**src/rtl/axis_rr_fifo_arbiter.sv**
```systemverilog
// Round-robin arbiter sharing one AXI-Stream sink among N_SRC sources.
// Each grant lasts up to MAX_BURST beats; arbitration costs one idle cycle.
module axis_rr_fifo_arbiter #(
  parameter int unsigned N_SRC     = 4,
  parameter int unsigned MAX_BURST = 8,
  parameter int unsigned DATA_W    = 256,
  localparam int unsigned IDW      = (N_SRC > 1) ? $clog2(N_SRC) : 1
) (
  input  logic                    axis_clk,
  input  logic                    rst,
  input  logic                    arb_en,
  input  logic [N_SRC-1:0]        s_axis_tvalid,
  output logic [N_SRC-1:0]        s_axis_tready,
  input  logic [N_SRC*DATA_W-1:0] s_axis_tdata,
  output logic                    m_axis_tvalid,
  input  logic                    m_axis_tready,
  output logic [DATA_W-1:0]       m_axis_tdata,
  output logic [IDW-1:0]          m_axis_tid,
  output logic                    busy
);

  localparam int unsigned CNTW = $clog2(MAX_BURST + 1);
  localparam logic [CNTW-1:0] LastBeat = CNTW'(MAX_BURST - 1);
  localparam logic [IDW-1:0]  LastSrc  = IDW'(N_SRC - 1);

  typedef enum logic [0:0] {StIdle, StBurst} state_e;

  state_e          state_q, state_d;
  logic [IDW-1:0]  grant_q, grant_d;
  logic [IDW-1:0]  last_grant_q, last_grant_d;
  logic [CNTW-1:0] beat_cnt_q, beat_cnt_d;

  logic            pick_vld;
  logic [IDW-1:0]  pick_idx;
  logic [IDW-1:0]  cand;
  logic            cur_vld;

  assign cur_vld = s_axis_tvalid[grant_q];

  // Scan offsets from farthest to nearest so the source just after last_grant wins.
  always_comb begin
    pick_vld = 1'b0;
    pick_idx = '0;
    cand     = '0;
    for (int unsigned k = 0; k < N_SRC; k++) begin
      cand = IDW'((32'(last_grant_q) + N_SRC - k) % N_SRC);
      if (s_axis_tvalid[cand]) begin
        pick_vld = 1'b1;
        pick_idx = cand;
      end
    end
  end

  always_comb begin
    state_d      = state_q;
    grant_d      = grant_q;
    last_grant_d = last_grant_q;
    beat_cnt_d   = beat_cnt_q;
    unique case (state_q)
      StIdle: begin
        if (arb_en && pick_vld) begin
          grant_d    = pick_idx;
          beat_cnt_d = '0;
          state_d    = StBurst;
        end
      end
      StBurst: begin
        if (!cur_vld) begin
          state_d      = StIdle;
          last_grant_d = grant_q;
        end else if (m_axis_tready) begin
          beat_cnt_d = beat_cnt_q + CNTW'(1);
          if (beat_cnt_q == LastBeat) begin
            state_d      = StIdle;
            last_grant_d = grant_q;
          end
        end
      end
      default: state_d = StIdle;
    endcase
  end

  always_comb begin
    s_axis_tready = '0;
    m_axis_tvalid = 1'b0;
    m_axis_tdata  = '0;
    m_axis_tid    = '0;
    busy          = 1'b0;
    if (state_q == StBurst) begin
      busy                   = 1'b1;
      m_axis_tid             = grant_q;
      m_axis_tvalid          = cur_vld;
      s_axis_tready[grant_q] = m_axis_tready;
      for (int unsigned i = 0; i < N_SRC; i++) begin
        if (grant_q == IDW'(i)) begin
          m_axis_tdata = s_axis_tdata[i*DATA_W +: DATA_W];
        end
      end
    end
  end

  always_ff @(posedge axis_clk or negedge rst) begin
    if (!rst) begin
      state_q      <= StIdle;
      grant_q      <= '0;
      last_grant_q <= LastSrc;
      beat_cnt_q   <= '0;
    end else begin
      state_q      <= state_d;
      grant_q      <= grant_d;
      last_grant_q <= last_grant_d;
      beat_cnt_q   <= beat_cnt_d;
    end
  end

endmodule

```
**config.mk**
```make
export PLATFORM = sky130hd
export DESIGN_NAME = axis_rr_fifo_arbiter
export DESIGN_NICKNAME = d
export VERILOG_FILES = /design/src/rtl/axis_rr_fifo_arbiter.sv
export SDC_FILE = /design/constraint.sdc
export NUM_CORES = 1
export LEC_CHECK = 0
export BUFFER_PORTS_ARGS = -buffer_cell sky130_fd_sc_hd__buf_2
export CORE_AREA = 4 4 507 509
export DETAILED_ROUTE_END_ITERATION = 10
export DIE_AREA = 0 0 511 513
export GPL_TIMING_DRIVEN = 0
export PLACE_DENSITY = 0.3
export SLEW_MARGIN = 10
export SYNTH_ARGS = -nofsm -noshare
export SYNTH_HDL_FRONTEND = slang
export SYNTH_SLANG_ARGS = --single-unit
```
**constraint.sdc**
```tcl
create_clock -name axis_clk -period 1.8 [get_ports axis_clk]
set_clock_uncertainty 0.15 [all_clocks]
set_input_delay 0.18 -clock axis_clk [delete_from_list [all_inputs] [get_ports axis_clk]]
set_output_delay 0.18 -clock axis_clk [all_outputs]
set_load 0.005 [all_outputs]
```
==> impl_metrics.toml <==
[run_status]
status = "finished with violations"
violations = "setup timing"

[drt]
drc = 0
ant_nets = 0
wl_per_cell_um = 39.99
vias_per_cell = 2.803
drtIter0Drc = 1062
firstDrtPassIters = 4
vias = 15536
wirelength_mm = 221.6

[global_routing]
grt_usage = 0.1613
grt_max_degree = 11
grt_pass1_vias = 15264
grt_pass1_wl_mm = 255.6
overflow = 0
antenna_found_initial = 420

[synthesis]
yosys-top-cells-count = "and2_1 (258), mux4_2 (256), buf_2 (43)"
synthArstFlopShare = 1.000
synth_edf_count = 0
synthFlopType = "dfrtp_1"
yosysTopAreaCell = "mux4_2"
synth_top_area_frac = 0.6850
ys_warn_count = 0
yosysUniqueCellTypes = 32
yosysMostFrequentCell = "and2_1"
netlist_area_sq_um = 8417
avgSynthCellArea_sq_um = 12.62
synthTopCellsByArea = "mux4_2 (69%), and2_1 (19%), buf_2 (2.6%)"
synth_cells = 667
syn_nets = 1700
ys_seq_elements = 9
seq_area_frac_synth = 0.02706

[timing]
whs_ps = 209.7
slew_headroom = 0.6177
period_needed_ps = 2598
tightest_slew_ps = 571.8
finalSetupTns_ps = -172290
fmax_ghz = 0.3849
hold_violations = 0
slew_viol_final = 0
grt_setup_unrepaired = "yes"
layout_setup_ws_ps = -798.2
fin_crit_sh = 1.443
setup_violations = 269

[setup_path]
crit_buf_inv = 4
path_cells = "buf_6 -> clkbuf_16 -> buf_16 -> mux4_2 -> and2_1 -> buf_2"
startpoint_type = "flop"
max_stage_delay_ps = 680
crit_slowest_cell = "mux4_2"
cp_max_fo = 5
end_kind = "output pin"
critPathKind = "reg -> out"
critical_path_arrival_ps = 2270
cpLargestDelayFamily = "buffers and inverters"
required_ps = 1470

[floorplan]
num_io_pins = 1296
die_w_um = 511
coreArea_sq_um = 253000
die_h_um = 513
die_area_sq_um = 262100
std_cell_rows = 185
initial_core_util = 0.03327

[final_layout]
syn_to_final_growth_pct = 165.8
stdcell_count = 5542
final_area_sq_um = 22370
post-route-util = 0.08842
fin_nets = 3082
drive_gt1_frac = 0.8862

[clock_network]
cts_buffer_depth = 2
root_buffer = "clkbuf_16"
numClockSinks = 9
cts_buffers = 3
cts_tree = "done"
clk_latency_ps = 240
clkTransAtPathRegs_ps = 50
cts_htree_levels = 1

[flow_run]
cap_viol_max_count = 0

[power]
cellLeakagePower_nw = 9.471
total_power_mw = 34.06
ir_drop_mv = 0.5169
pwr_density_cell_nw_per_um2 = 1523

[placement]
place_ws_ps = -2082
placed_cells = 5328
dp_hpwl_mm = 207.3
numPortBuffers = 1295
place_congestion = 0.9213
place_area_sq_um = 19130

[worst_hold_path]
hold_path.class = "in -> reg"
[flip-flops by register name, indices dropped and copies added, names as in the netlist]
name and cells:
beat_cnt_q 4, grant_q 2, last_grant_q 2, state_q 1
[cell usage in the layout, fill, tap and decap left out, types with 4 or more instances in the layout]
| cell | Yosys | layout |
|---|---|---|
| nor2_4 | 0 | 4 |
| nand3b_1 | 5 | 5 |
| buf_16 | 0 | 28 |
| a21oi_1 | 4 | 4 |
| clkbuf_8 | 0 | 5 |
| clkbuf_2 | 0 | 7 |
| and2_4 | 0 | 91 |
| buf_8 | 0 | 6 |
| and2_1 | 258 | 165 |
| nand2_1 | 6 | 6 |
| clkbuf_16 | 0 | 6 |
| mux4_2 | 256 | 256 |
| clkbuf_4 | 0 | 6 |
| clkbuf_1 | 34 | 16 |
| dfrtp_1 | 7 | 5 |
| buf_4 | 0 | 34 |
| buf_12 | 0 | 42 |
| buf_6 | 10 | 94 |
| buf_2 | 43 | 1221 |
| diode_2 | 0 | 128 |
| nand3_1 | 9 | 9 |
[metal layers]
metal	wire length (um)	vias to the layer above	global-route usage
met2	91990	1575	0.2462
met3	31800	655	0.09542
li1	-	5695	-
met5	1539	-	0
met4	9098	232	0.03866
met1	87220	7379	0.1923
[path summary, 6_finish.rpt]
path	startpoint	endpoint	slack (ps)	depth (start not counted)
max in group asynchronous	rst	last_grant_q[0]$_DFFE_PN1P_	970	2
min reg2reg	beat_cnt_q[0]$_DFFE_PN0P_	beat_cnt_q[0]$_DFFE_PN0P_	410	1
max reg2reg	grant_q[0]$_DFFE_PN0P_	beat_cnt_q[3]$_DFFE_PN0P_	-370	8
min	m_axis_tready	state_q$_DFF_PN0_	210	3
max	grant_q[0]$_DFFE_PN0P_	m_axis_tdata[30]	-800	6
min in group asynchronous	rst	beat_cnt_q[2]$_DFFE_PN0P_	230	2
[worst reg2reg max path, cell delays in order (launching register included)]
cell,delay (ps)
dfrtp_2,430
buf_6,170
buf_16,160
buf_6,140
mux2i_4,190
buf_4,170
o22a_4,250
or3_1,360
nand3_1,90
[power by group]
group          switching (mW)  internal [mW]
clock network           0.131          0.300
logic                    16.8           16.4
registers               0.145          0.312
total                    17.1           17.0
[area by class of cell]
| type | instances | area, sq um |
|---|---|---|
| tap | 3366 | 4212 |
| clock buffer | 4 | 78.83 |
| timing repair buffer | 1381 | 8287 |
| antenna | 128 | 320.3 |
| sequential | 9 | 230.2 |
| fill | 29690 | 230600 |
| multi-input combinational | 568 | 8030 |
| buffer | 83 | 1195 |
| inverter | 3 | 16.27 |
[cells by family after synthesis]
logic type / Yosys count / synth area share
flops: 9 / 0.02706
buf+inv: 90 / 0.05545
fa+ha+maj: 1 / 0.001486
simple gates: 291 / 0.2133
compound gates: 15 / 0.01160
mux: 261 / 0.6911
[timing repair]
action                                  in CTS  in global routing
hold buffers                                 1                  0
buffers inserted                            68                  7
gates resized for setup                    425                 48
pin swaps                                   45                  2
endpoints found under the setup margin     272                270
cloned                                      15                  1
endpoints found under the hold margin        9                  0
No activity file was read; power rests on OpenSTA's default activity.
